## src/rtl/rpn_stack_calc.sv

```systemverilog
// rpn_stack_calc: parametrised RPN integer calculator with an internal stack,
// a multi-cycle restoring divider for DIV/MOD and sticky per-cause error flags.
module rpn_stack_calc #(
  parameter int unsigned W     = 8,
  parameter int unsigned DEPTH = 8,
  parameter int unsigned DW    = $clog2(DEPTH + 1)
) (
  input  logic          clk,
  input  logic          rst,
  input  logic          apply,
  input  logic [W-1:0]  in,
  input  logic [2:0]    op,
  output logic [W-1:0]  top,
  output logic [DW-1:0] depth,
  output logic          empty,
  output logic          full,
  output logic          busy,
  output logic [2:0]    err,
  output logic          valid
);

  localparam int unsigned CW = $clog2(W + 1);

  localparam logic [2:0] OP_PUSH = 3'd0;
  localparam logic [2:0] OP_POP  = 3'd1;
  localparam logic [2:0] OP_ADD  = 3'd2;
  localparam logic [2:0] OP_SUB  = 3'd3;
  localparam logic [2:0] OP_MUL  = 3'd4;
  localparam logic [2:0] OP_DIV  = 3'd5;
  localparam logic [2:0] OP_MOD  = 3'd6;
  localparam logic [2:0] OP_DUP  = 3'd7;

  typedef enum logic {S_IDLE = 1'b0, S_DIV = 1'b1} state_t;

  state_t        r_state;
  state_t        w_state_nxt;

  logic [W-1:0]  r_stack [DEPTH];
  logic [DW-1:0] r_depth;
  logic [W-1:0]  r_top;
  logic          r_empty;
  logic          r_full;
  logic [2:0]    r_err;
  logic          r_valid;

  logic [W-1:0]  r_dvsr;
  logic [W-1:0]  r_quot;
  logic [W-1:0]  r_rem;
  logic [CW-1:0] r_cnt;
  logic          r_is_mod;

  logic          w_accept;
  logic          w_div_step;
  logic          w_div_done;
  logic          w_div_start;

  logic [W-1:0]  w_a;
  logic [W-1:0]  w_b;
  logic [W-1:0]  w_mul;
  logic          w_is_full;
  logic          w_is_empty;
  logic          w_has_two;

  logic          w_push;
  logic [W-1:0]  w_push_val;
  logic [1:0]    w_pop_n;
  logic [2:0]    w_err_set;
  logic [DW-1:0] w_depth_nxt;
  logic [DW-1:0] w_wr_idx;
  logic [W-1:0]  w_top_nxt;

  logic [W:0]    w_rem_sh;
  logic          w_ge;
  logic [W-1:0]  w_rem_nxt;
  logic [W-1:0]  w_quot_nxt;
  logic [W-1:0]  w_div_res;

  assign top   = r_top;
  assign depth = r_depth;
  assign empty = r_empty;
  assign full  = r_full;
  assign err   = r_err;
  assign valid = r_valid;
  assign busy  = (r_state == S_DIV);

  assign w_is_full  = (r_depth == DW'(DEPTH));
  assign w_is_empty = (r_depth == '0);
  assign w_has_two  = (r_depth >= DW'(2));
  assign w_mul      = w_a * w_b;

  // FSM state register: a reset mid-division aborts the divider
  always_ff @(posedge clk) begin
    if (rst) r_state <= S_IDLE;
    else     r_state <= w_state_nxt;
  end

  // FSM next state: run for W iteration edges after a divide is accepted
  always_comb begin
    w_state_nxt = r_state;
    case (r_state)
      S_IDLE:  if (w_div_start) w_state_nxt = S_DIV;
      S_DIV:   if (r_cnt == CW'(W - 1)) w_state_nxt = S_IDLE;
      default: w_state_nxt = S_IDLE;
    endcase
  end

  // FSM outputs: accept window, divider iteration and final-iteration strobe
  always_comb begin
    w_accept   = 1'b0;
    w_div_step = 1'b0;
    w_div_done = 1'b0;
    case (r_state)
      S_IDLE:  w_accept = apply;
      S_DIV: begin
        w_div_step = 1'b1;
        w_div_done = (r_cnt == CW'(W - 1));
      end
      default: ;
    endcase
  end

  // Operand read: A is entry depth-1, B is entry depth-2 (no match when absent)
  always_comb begin
    w_a = '0;
    w_b = '0;
    for (int i = 0; i < DEPTH; i++) begin
      if (DW'(i) == r_depth - DW'(1)) w_a = r_stack[i];
      if (DW'(i) == r_depth - DW'(2)) w_b = r_stack[i];
    end
  end

  // One restoring-division iteration; final result taken from the next values
  always_comb begin
    w_rem_sh   = {r_rem, r_quot[W-1]};
    w_ge       = (w_rem_sh >= {1'b0, r_dvsr});
    w_rem_nxt  = w_ge ? W'(w_rem_sh - {1'b0, r_dvsr}) : w_rem_sh[W-1:0];
    w_quot_nxt = {r_quot[W-2:0], w_ge};
    w_div_res  = r_is_mod ? w_rem_nxt : w_quot_nxt;
  end

  // Op decode: error checks first, then pop count and optional push
  always_comb begin
    w_push      = 1'b0;
    w_push_val  = '0;
    w_pop_n     = 2'd0;
    w_err_set   = 3'b000;
    w_div_start = 1'b0;
    if (w_div_done) begin
      w_push     = 1'b1;
      w_push_val = w_div_res;
    end else if (w_accept) begin
      case (op)
        OP_PUSH: begin
          if (w_is_full) w_err_set[2] = 1'b1;
          else begin
            w_push     = 1'b1;
            w_push_val = in;
          end
        end
        OP_POP: begin
          if (w_is_empty) w_err_set[1] = 1'b1;
          else            w_pop_n      = 2'd1;
        end
        OP_ADD, OP_SUB, OP_MUL: begin
          if (!w_has_two) w_err_set[1] = 1'b1;
          else begin
            w_pop_n = 2'd2;
            w_push  = 1'b1;
            if (op == OP_ADD)      w_push_val = w_b + w_a;
            else if (op == OP_SUB) w_push_val = w_b - w_a;
            else                   w_push_val = w_mul;
          end
        end
        OP_DIV, OP_MOD: begin
          if (!w_has_two)      w_err_set[1] = 1'b1;
          else if (w_a == '0)  w_err_set[0] = 1'b1;
          else begin
            w_pop_n     = 2'd2;
            w_div_start = 1'b1;
          end
        end
        OP_DUP: begin
          if (w_is_empty)     w_err_set[1] = 1'b1;
          else if (w_is_full) w_err_set[2] = 1'b1;
          else begin
            w_push     = 1'b1;
            w_push_val = w_a;
          end
        end
        default: ;
      endcase
    end
  end

  // Next depth, write slot and next top-of-stack value
  always_comb begin
    w_wr_idx    = r_depth - DW'(w_pop_n);
    w_depth_nxt = w_wr_idx + DW'(w_push);
    w_top_nxt   = '0;
    for (int i = 0; i < DEPTH; i++) begin
      if (DW'(i) == w_depth_nxt - DW'(1)) w_top_nxt = r_stack[i];
    end
    if (w_push) w_top_nxt = w_push_val;
  end

  // Stack storage and registered status outputs
  always_ff @(posedge clk) begin
    if (rst) begin
      for (int i = 0; i < DEPTH; i++) r_stack[i] <= '0;
      r_depth <= '0;
      r_top   <= '0;
      r_empty <= 1'b1;
      r_full  <= 1'b0;
      r_err   <= 3'b000;
      r_valid <= 1'b1;
    end else begin
      if (w_push) begin
        for (int i = 0; i < DEPTH; i++) begin
          if (DW'(i) == w_wr_idx) r_stack[i] <= w_push_val;
        end
      end
      r_depth <= w_depth_nxt;
      r_top   <= w_top_nxt;
      r_empty <= (w_depth_nxt == '0);
      r_full  <= (w_depth_nxt == DW'(DEPTH));
      r_err   <= r_err | w_err_set;
      r_valid <= ((r_err | w_err_set) == 3'b000);
    end
  end

  // Divider datapath: latch B as dividend and A as divisor, then iterate
  always_ff @(posedge clk) begin
    if (rst) begin
      r_dvsr   <= '0;
      r_quot   <= '0;
      r_rem    <= '0;
      r_cnt    <= '0;
      r_is_mod <= 1'b0;
    end else if (w_div_start) begin
      r_dvsr   <= w_a;
      r_quot   <= w_b;
      r_rem    <= '0;
      r_cnt    <= '0;
      r_is_mod <= (op == OP_MOD);
    end else if (w_div_step) begin
      r_quot <= w_quot_nxt;
      r_rem  <= w_rem_nxt;
      r_cnt  <= r_cnt + CW'(1);
    end
  end

endmodule

```

## config.mk

```make
export PLATFORM = sky130hd
export DESIGN_NAME = rpn_stack_calc
export DESIGN_NICKNAME = d
export VERILOG_FILES = /design/src/rtl/rpn_stack_calc.sv
export SDC_FILE = /design/constraint.sdc
export NUM_CORES = 1
export LEC_CHECK = 0
export ABC_AREA = 0
export BUFFER_PORTS_ARGS = -buffer_cell sky130_fd_sc_hd__buf_2
export CAP_MARGIN = 20
export CORE_MARGIN = 5
export CORE_UTILIZATION = 51
export DETAILED_ROUTE_END_ITERATION = 10
export PLACE_DENSITY = 0.79
export SYNTH_ARGS = -nofsm -noshare
export SYNTH_HDL_FRONTEND = slang
export SYNTH_SLANG_ARGS = --single-unit
```

## constraint.sdc

```tcl
create_clock -name clk -period 6.1 [get_ports clk]
set_input_delay 0.305 -clock clk [delete_from_list [all_inputs] [get_ports clk]]
set_output_delay 0.305 -clock clk [all_outputs]
set_load 0.02 [all_outputs]
```

==> metrics.cfg, run 1 <==
[logic_synthesis]
syn_nets=994
ys_seq_elements=112
synth_flop_cell=edfxtp_1
synth.area.top_cells=edfxtp_1 23%, dfxtp_1 11%, ha_1 6.7%, nor2_1 6.7%, mux2i_1 5.7%
synth_commonest_cells=149 x nor2_1, 78 x nand2_1, 64 x edfxtp_1
netlist_area_um2=8370
synth.most_common_cell=nor2_1
yosys.area.top_type=edfxtp_1
synth_cell_types=76
yosys_warnings=0
netlist_instances=919
synth_area_per_cell_um2=9.11
synth-edff-count=64
async_flop_share_pct=0
synth_top_area_share_pct=23.0
ys_seq_area_share_pct=34.4

[status]
status=finished, final reports clean

[worst_setup_path]
cp.arrival_ns=6.13
r2r-end=r_stack[0][23]$_SDFFCE_PN0P_
worstPathBufferInverterCount=7
slowest_delay_ns=0.51
endpoint_kind=flop
cp.required_ns=6.22
crit_type=reg2reg
r2r_cells=27
cp_max_fo=8
reg2reg_slack_ns=0.09
crit_path_top_delay_cell=fa_1
crit_path_frequent_cell=inv_2
rr_startpoint=depth[1]$_SDFF_PP0_
worst_path_dominant_cell_family=adder cells
crit_path_start_kind=flop

[clock_tree]
htree_levels=3
cts_root_buffer=clkbuf_16
clock_path_buffers=2
cts_tree=yes
clock-sinks=112
numCtsBuffers=9
clk_latency_ns=0.37
clk_transition_reported_paths_ns=0.08
cts_hold_buf=0

[power]
p_int_mw=2.56
p_sw_mw=2.25
combPwrFrac_pct=67.4
vdd_drop_max_uv=365
swShare_pct=46.8
p_per_area_nw_per_um2=490
p_clk_share_pct=12.9
leakage_nw=3.67
p_total_mw=4.81
seq_power_share_pct=19.7

[cells_and_area]
drive_gt1_share_pct=22.1
area_growth_pct=17.2
diodes=0
nNetsFinal=1069
fillers=1414

[floorplan]
rows=46
die-area_um2=19100
die_y_um=138
start_util_pct=52.3
dieWidth_um=138
ios=33
core_area_um2=16000

[sta]
slew_headroom_pct=39.4
worst_pin_slew_ns=0.905
fmax_mhz=166
finalHoldViolCount=0
skew_ns=0.00988
finalCritPeriodShare_pct=98.5
hold_slack_ns=0.421
setup_violations=0
period_minus_slack_ns=6.01
maxSlewViolCount=0

[global_route]
grt_max_degree=58
grt_pass1_wl_mm=40.7
met2_usage_pct=44.6
grt_pass1_vias=7227
antenna_found_initial=0
met1_usage_pct=34.7
grtUsageTotal_pct=27.1
grt_busiest_layer=met2
grt_util_met3_pct=6.52
overflow=0

[worst_hold_path]
min_path_type=in2reg
whs_path_depth=4
min-delay-start=op[2]
whs_endpoint=err[1]$_SDFF_PP0_

[placement]
port-buffer-count=32
gp_congestion=1.04
dpl.hpwl_mm=20.4

[routing]
via_per_inst=6.23
routedWlPerCell_um=22.1
drt_iter0_markers=933
dr.pass1.iters=8
wl_mm=26.8
vias=7565
antenna_left=0
drc=0

[run]
drv_cap=0

## metrics by stage
step	setup WS (ns)	utilization [%]	std cells	TNS (ns)	area, um^2
floorplan	0.00391	-	919	0	8470
global placement	0.0532	57.0	1178	0	9120
detailed placement	0.00247	57.0	1178	0	9120
CTS	0.0192	59.0	1194	0	9440
global route	-0.0673	61.3	1215	-0.496	9810
finish	0.0937	61.3	1215	0	9810
## flip-flops by register name (all words and copies together) (netlist names), 3 cells and up
register / flops
err: 3
depth: 4
r_cnt: 4
r_dvsr: 8
r_rem: 8
r_stack: 64
r_quot: 8
top: 8
## worst register-to-register path, stage by stage (launching register included)
cell and delay [ns]:
dfxtp_4 0.39, inv_6 0.05, ha_4 0.15, and2b_4 0.30, mux2i_4 0.33, buf_6 0.15, a21oi_4 0.05, and4_1 0.22
or2_4 0.30, nor2_4 0.13, ha_4 0.13, inv_2 0.03, fa_1 0.51, inv_2 0.05, ha_4 0.25, inv_2 0.03
fa_1 0.51, inv_2 0.05, fa_2 0.37, a21o_1 0.19, a21oi_2 0.15, xnor2_1 0.13, xnor3_1 0.27, xor3_1 0.22
xnor3_1 0.26, a211oi_4 0.30, buf_12 0.18, nor2_1 0.05
## power groups by stage
stage	Combinational (mW)	Sequential, mW	Clock, mW
6_report	3.24	0.950	0.619
5_1_grt	3.47	0.955	0.655
4_1_cts	2.98	0.949	0.625
3_5_place_dp	2.96	0.965	0
3_3_place_gp	2.94	0.963	0
2_1_floorplan	2.03	0.964	0
## layout make-up
type / instances / area [um^2] / area share, %
clock buffer: 11 / 264 / 2.69
clock inverter: 5 / 47.5 / 0.485
inverter: 60 / 230 / 2.35
multi-input combinational: 698 / 5280 / 53.8
sequential: 112 / 2890 / 29.5
tap: 216 / 270 / 2.76
timing repair buffer: 113 / 828 / 8.45
## routing by layer
layer  vias to the layer above  part of all wire, %
met4                         0                  4.2
met2                       398                   48
met3                       103                  9.4
met1                      3616                   38
met5                         -                    0
li1                       3448                    -
## worst max path at each step
| stage | slack (ns) | from | cells after the start | to |
|---|---|---|---|---|
| after floorplan | 0.004 | depth[1]$_SDFF_PP0_ | 29 | r_stack[1][23]$_DFFE_PP_ |
| after global placement | 0.05 | depth[0]$_SDFF_PP0_ | 24 | r_stack[1][31]$_DFFE_PP_ |
| after detailed placement | 0.002 | depth[0]$_SDFF_PP0_ | 24 | r_stack[1][23]$_DFFE_PP_ |
| after CTS | 0.02 | depth[1]$_SDFF_PP0_ | 27 | r_stack[1][31]$_DFFE_PP_ |
| after global routing | -0.07 | depth[1]$_SDFF_PP0_ | 27 | r_stack[0][15]$_SDFFCE_PN0P_ |
| final | 0.09 | depth[1]$_SDFF_PP0_ | 27 | r_stack[0][23]$_SDFFCE_PN0P_ |
## repair_timing
action	in CTS	in global routing
pin swaps	0	26
buffers inserted	0	19
cloned	0	0
hold endpoints to repair	0	0
endpoints found under the setup margin	2	15
gates resized for setup	1	48
## cells by family after synthesis
group	Yosys count	share of synthesized area [%]
DFF	112	34.4
adders and majority gates	61	10.6
xor gates and xnor gates	35	4.35
AOI/OAI and AO/OA	202	17.1
and+or+nand+nor	334	18.2
buffers and inverters	109	5.52
muxes	66	9.78
## placed cells by master, fill, tap and decap left out, drive strengths merged, types with 11 or more instances in the layout
| master | instances |
|---|---|
| buf | 113 |
| mux4 | 11 |
| nor2 | 150 |
| clkbuf | 11 |
| dfxtp | 48 |
| ha | 45 |
| inv | 61 |
| nor3 | 16 |
| nand3 | 16 |
| nand4 | 14 |
| o21ai | 35 |
| nand2 | 78 |
| a21oi | 51 |
| xnor2 | 24 |
| edfxtp | 64 |
| a211oi | 16 |
| a22oi | 18 |
| mux2i | 49 |
| nor2b | 19 |
| fa | 16 |
Power figures use the tool's default switching activity.
==> run 2: changes to the inputs <==
--- a/config.mk
+++ b/config.mk
@@ -8,6 +8,7 @@
 export ABC_AREA = 0
 export BUFFER_PORTS_ARGS = -buffer_cell sky130_fd_sc_hd__buf_2
 export CAP_MARGIN = 20
+export CORE_ASPECT_RATIO = 1.2
 export CORE_MARGIN = 5
 export CORE_UTILIZATION = 51
 export DETAILED_ROUTE_END_ITERATION = 10
==> run 2 against run 1 <==
  * Global-route usage is 1.2 points higher
  * Register-to-register slack improved by 0.03 ns
  * Critical endpoint is now r_stack[1][15]$_SDFFCE_PN0P_
  * Design area fell by 1.9%
  * Wire length grew 1.3%
  * Critical path type unchanged
  * Hold slack lost 0.019 ns
  * Clock-buffer cell count stayed put
  * Sequential power barely moved
  * Final cell count is 0.99% lower
  * Sequential share of layout area increased by 0.58 points
  * Fmax rose by 0.52%
==> metrics.cfg, run 2 (synthesis gave the netlist of run 1 again) <==
[cells_and_area]
drive_gt1_share_pct=20.3  ; -1.8 points
diodes=0  ; unchanged
final_common_cell=nor2_1
regMostFlops=r_stack
register_area_um2=2890  ; about the same
final_cell_mix=143 x nor2_1, 77 x nand2_1, 68 x buf_4
fillers=1388  ; -1.8%
multi_input_area_um2=5200  ; -1.3%
nNetsFinal=1061  ; -0.75%
design_area_um2=9620  ; -1.9%
final_util_pct=59.4  ; -1.9 points
largest_reg_flops=64  ; unchanged
area_growth_pct=14.9

[sta]
skew_ns=0.0115  ; +0.00164 ns
setup_violations=0  ; unchanged
rsz0062_at_grt=yes
finalHoldViolCount=0  ; unchanged
worst_pin_slew_ns=1.10  ; +0.199 ns
maxSlewViolCount=0  ; unchanged
period_minus_slack_ns=5.98  ; -0.0311 ns
finalCritPeriodShare_pct=98.0  ; -0.51 points
slew_headroom_pct=26.4  ; -13 points
fmax_mhz=167  ; +0.52%

[global_route]
grt_busiest_layer=met2
grt_pass1_vias=7397  ; +2.4%
grt_pass1_wl_mm=41.0  ; +0.78%
overflow=0  ; unchanged
grtUsageTotal_pct=28.3  ; +1.2 points
grt_util_met3_pct=5.11  ; -1.4 points
antenna_found_initial=0  ; unchanged
met2_usage_pct=47.5  ; +2.9 points
met1_usage_pct=34.3  ; -0.36 points
grt_max_degree=58  ; unchanged

[power]
swShare_pct=47.6  ; +0.77 points
combPwrFrac_pct=67.2  ; -0.2 points
p_int_mw=2.45  ; -4.1%
leakage_nw=3.62  ; -1.4%
seq_power_share_pct=20.3  ; +0.6 points
p_per_area_nw_per_um2=486  ; -0.86%
p_sw_mw=2.23  ; -1.1%
p_clk_share_pct=12.5  ; -0.4 points
vdd_drop_max_uv=216  ; -41%

[floorplan]
start_util_pct=51.6  ; -0.67 points
dieWidth_um=127  ; -8.1%
ios=33  ; unchanged
die_y_um=150  ; +8.9%
die-area_um2=19100  ; about the same
core_area_um2=16200  ; +1.3%
rows=51  ; +11%

[routing]
antenna_left=0  ; unchanged
drc=0  ; unchanged
vias=7623  ; +0.77%
wl_mm=27.2  ; +1.3%
dr.pass1.iters=6  ; -2
routedWlPerCell_um=22.6  ; +2.3%
drt_iter0_markers=939  ; +0.64%
via_per_inst=6.34  ; +1.8%

[placement]
port-buffer-count=32  ; unchanged
gp_congestion=1.04  ; +0.32%
placed_area_um2=9140  ; +0.22%
dpl.hpwl_mm=20.7  ; +1.5%

[worst_setup_path]
crit_path_start_kind=flop
endpoint_kind=flop
crit_path_top_delay_cell=fa_1
crit_path_frequent_cell=fa_1
cp.arrival_ns=6.09  ; -0.04 ns
slowest_delay_ns=0.53  ; +0.02 ns
cp.required_ns=6.21  ; about the same
cp_max_fo=8  ; unchanged
reg2reg_slack_ns=0.12  ; +0.03 ns
crit_type=reg2reg

[run]
drv_cap=0  ; unchanged

[clock_tree]
clock-sinks=112  ; unchanged
clock_path_buffers=2  ; unchanged
numCtsBuffers=9  ; unchanged
clk_transition_reported_paths_ns=0.08  ; about the same
cts_tree=yes
clk_latency_ns=0.36  ; about the same
htree_levels=3  ; unchanged
cts_hold_buf=0  ; unchanged
cts_root_buffer=clkbuf_16

[status]
status=finished, final reports clean

[worst_hold_path]
min_path_type=in2reg

run 2: stage by stage:
step                      setup TNS (ns)  instances  setup slack [ns]  power [mW]  hold slack (ns)
final                                  0       1203             0.125        4.68            0.402
after global placement                 0       1179             0.133        3.89            0.467
after CTS                              0       1196           0.00810        4.52            0.432
after floorplan                        0        919           0.00391        2.99            0.457
after global routing              -0.602       1203           -0.0744        4.95            0.413
after detailed placement               0       1179            0.0251        3.93            0.480
run 2: final timing paths:
check,startpoint,end,depth (start not counted)
worst max-delay path,depth[2]$_SDFF_PP0_,r_stack[1][15]$_SDFFCE_PN0P_,25
worst min-delay path,rst,err[0]$_SDFF_PP0_,2
worst max register to register,depth[2]$_SDFF_PP0_,r_stack[1][15]$_SDFFCE_PN0P_,25
worst min register to register,r_rem[7]$_SDFFE_PP0P_,r_rem[7]$_SDFFE_PP0P_,2
run 2: what timing repair did:
action	in CTS	in global routing
setup endpoints to repair	2	24
resized for setup	0	34
pin swaps	0	16
setup buffers	1	6
run 2: metal layers:
| metal | routed length (um) | vias up |
|---|---|---|
| met3 | 2160 | 117 |
| met5 | 0 | - |
| met4 | 1710 | 0 |
| li1 | - | 3432 |
| met1 | 10200 | 3640 |
| met2 | 13100 | 434 |
run 2: final cells by class:
type / count / share of cell area, %
Sequential cell: 112 / 30.1
Tap cell: 212 / 2.76
Clock inverter: 5 / 0.429
Inverter: 60 / 2.39
Timing Repair Buffer: 105 / 7.74
Clock buffer: 11 / 2.52
Multi-Input combinational cell: 698 / 54.1
run 2: power groups by stage:
| stage | Clock, mW | Sequential, mW | Combinational (mW) |
|---|---|---|---|
| floorplan | 0 | 0.964 | 2.03 |
| global placement | 0 | 0.956 | 2.94 |
| detailed placement | 0 | 0.959 | 2.97 |
| CTS | 0.581 | 0.943 | 3.00 |
| global route | 0.614 | 0.957 | 3.38 |
| finish | 0.584 | 0.952 | 3.14 |
run 2: worst max-delay path: cells and delay by family (launching register included):
| family | cells | cell delay, ns |
|---|---|---|
| AOI/OAI and AO/OA | 2 | 0.48 |
| muxes | 1 | 0.33 |
| xor gates and xnor gates | 4 | 0.87 |
| DFF | 1 | 0.36 |
| buffers and inverters | 7 | 0.75 |
| adders and majority gates | 6 | 2.16 |
| and+or+nand+nor | 5 | 0.75 |
==> run 3: changes to the inputs <==
--- a/config.mk
+++ b/config.mk
@@ -11,6 +11,7 @@
 export CORE_ASPECT_RATIO = 1.2
 export CORE_MARGIN = 5
 export CORE_UTILIZATION = 51
+export CTS_BUF_LIST = sky130_fd_sc_hd__clkbuf_2 sky130_fd_sc_hd__clkbuf_4 sky130_fd_sc_hd__clkbuf_8
 export DETAILED_ROUTE_END_ITERATION = 10
 export PLACE_DENSITY = 0.79
 export SYNTH_ARGS = -nofsm -noshare
==> run 3 against run 2 <==
  * Non-clock buffer count unchanged
  * Sequential share of layout area up 0.30 points
  * Power is 3.0% lower
  * Utilization fell by 0.59 points
  * First-iteration DRC count is 8.2% higher
  * Fmax shrank 0.48%
  * Highest routed layer unchanged
==> metrics.cfg, run 3 (synthesis gave the netlist of run 1 again) <==
[clock_tree]
cts_root_buffer=clkbuf_8
clock_path_buffers=2  ; unchanged
clk_latency_ns=0.40  ; +0.04 ns
clock-sinks=112  ; unchanged
cts_tree=yes
htree_levels=3  ; unchanged
numCtsBuffers=9  ; unchanged
clk_transition_reported_paths_ns=0.11  ; +0.03 ns
cts_hold_buf=0  ; unchanged

[routing]
drt_iter0_markers=1016  ; +8.2%
vias=7619  ; -0.052%
routedWlPerCell_um=22.6  ; about the same
wl_mm=27.1  ; about the same
antenna_left=0  ; unchanged
dr.pass1.iters=6  ; unchanged
drc=0  ; unchanged
via_per_inst=6.33  ; about the same

[worst_setup_path]
r2r_cells=25  ; unchanged
crit_type=reg2reg
endpoint_kind=flop
crit_path_start_kind=flop
r2r-end=r_stack[1][15]$_SDFFCE_PN0P_
cp.required_ns=6.25  ; +0.04 ns
reg2reg_slack_ns=0.1  ; -0.03 ns
cp_max_fo=8  ; unchanged
cp.arrival_ns=6.16  ; +0.07 ns
rr_startpoint=depth[2]$_SDFF_PP0_

[global_route]
met1_usage_pct=34.4  ; +0.076 points
overflow=0  ; unchanged
antenna_found_initial=0  ; unchanged
grtUsageTotal_pct=28.2  ; -0.12 points
grt_pass1_vias=7363  ; -0.46%
grt_util_met3_pct=4.83  ; -0.28 points
met2_usage_pct=47.2  ; -0.21 points
grt_pass1_wl_mm=41.0  ; -0.17%
grt_max_degree=58  ; unchanged
grt_busiest_layer=met2

[cells_and_area]
nNetsFinal=1061  ; unchanged
register_area_um2=2890  ; unchanged
drive_gt1_share_pct=20.5  ; +0.20 points
multi_input_area_um2=5210  ; about the same
design_area_um2=9530  ; -0.99%
area_growth_pct=13.8
fillers=1405  ; +1.2%
final_cell_mix=143 x nor2_1, 77 x nand2_1, 68 x buf_4
largest_reg_flops=64  ; unchanged
diodes=0  ; unchanged
final_common_cell=nor2_1
regMostFlops=r_stack

[run]
drv_cap=0  ; unchanged

[floorplan]
ios=33  ; unchanged
die-area_um2=19100  ; unchanged
start_util_pct=51.6  ; unchanged
dieWidth_um=127  ; unchanged
rows=51  ; unchanged
die_y_um=150  ; unchanged
core_area_um2=16200  ; unchanged

[sta]
maxSlewViolCount=0  ; unchanged
skew_ns=0.0153  ; +0.00375 ns
hold_slack_ns=0.358  ; -0.0438 ns
worst_pin_slew_ns=1.11  ; +0.00946 ns
rsz0062_at_grt=yes
finalHoldViolCount=0  ; unchanged
slew_headroom_pct=25.8  ; -0.63 points
setup_violations=0  ; unchanged
finalCritPeriodShare_pct=98.4  ; +0.47 points
period_minus_slack_ns=6.00  ; +0.0285 ns
fmax_mhz=167  ; -0.48%

[placement]
port-buffer-count=32  ; unchanged
dpl.hpwl_mm=20.7  ; unchanged
placed_area_um2=9140  ; unchanged
gp_congestion=1.04  ; unchanged

[worst_hold_path]
whs_endpoint=err[0]$_SDFF_PP0_
whs_path_depth=2  ; unchanged
min_path_type=in2reg
min-delay-start=rst

[power]
vdd_drop_max_uv=250  ; +16%
leakage_nw=3.58  ; -1.1%
p_per_area_nw_per_um2=476  ; -2.1%

[status]
status=finished, final reports clean

==> run 3: worst max-delay path, stage by stage, from the launching register on <==
cell	delay, ns
dfxtp_2	0.38
inv_4	0.06
ha_4	0.15
and2b_4	0.29
mux2i_4	0.33
buf_4	0.17
buf_4	0.10
nand3_1	0.09
and4_4	0.21
buf_4	0.16
nor2_2	0.11
fa_1	0.16
inv_1	0.06
fa_1	0.53
inv_1	0.06
fa_1	0.51
fa_1	0.51
ha_1	0.34
a21oi_2	0.18
xnor2_2	0.14
xnor3_1	0.25
xor3_1	0.21
xnor3_1	0.26
a211oi_4	0.30
buf_12	0.16
nor2_1	0.05
==> run 3: per-layer routing <==
| metal | wire, um | part of all wire (%) |
|---|---|---|
| met3 | 2290 | 8.4 |
| met4 | 1800 | 6.6 |
| met5 | 0 | 0 |
| met1 | 9980 | 37 |
| met2 | 13100 | 48 |
==> run 3: power breakdown <==
group	internal [mW]	switching [mW]	leakage (nW)	total (mW)
clock network	0.168	0.271	0.0896	0.439
logic	1.29	1.86	2.44	3.15
registers	0.876	0.0766	1.05	0.953
total	2.33	2.21	3.58	4.54
==> run 3: area by class of cell <==
class,count,share of cell area [%]
multi-input cells,698,54.7
well taps,212,2.78
clock buffers,11,1.52
repair buffers,105,7.81
flip-flops and latches,112,30.4
clock inverters,5,0.433
inverters,60,2.42
==> run 3: worst max path at each step <==
stage                                               to           startpoint  slack [ns]  cells after the start
after floorplan               r_stack[1][23]$_DFFE_PP_  depth[1]$_SDFF_PP0_       0.004                     29
after detailed placement      r_stack[1][31]$_DFFE_PP_  depth[2]$_SDFF_PP0_        0.03                     26
after CTS                     r_stack[1][31]$_DFFE_PP_  depth[2]$_SDFF_PP0_        0.02                     26
final                     r_stack[1][15]$_SDFFCE_PN0P_  depth[2]$_SDFF_PP0_         0.1                     25
after global placement        r_stack[1][31]$_DFFE_PP_  depth[0]$_SDFF_PP0_        0.13                     22
after global routing      r_stack[1][15]$_SDFFCE_PN0P_  depth[2]$_SDFF_PP0_       -0.11                     25
==> run 3: metrics by stage <==
stage          power [mW]  utilization, %  setup WS [ns]  TNS [ns]  cells
2_1_floorplan        2.99               -        0.00391         0    919
3_3_place_gp         3.89            56.4          0.133         0   1179
3_5_place_dp         3.93            56.4         0.0251         0   1179
4_1_cts              4.38            57.7         0.0160         0   1196
5_1_grt              4.81            58.8         -0.111    -0.915   1203
6_report             4.54            58.8         0.0963         0   1203
==> run 3: what timing repair did <==
item,4_1_cts,5_1_grt
hold endpoints to repair,0,0
gates cloned,0,0
setup endpoints to repair,2,21
buffers inserted,1,6
pin swaps,0,19
gates resized for setup,2,33
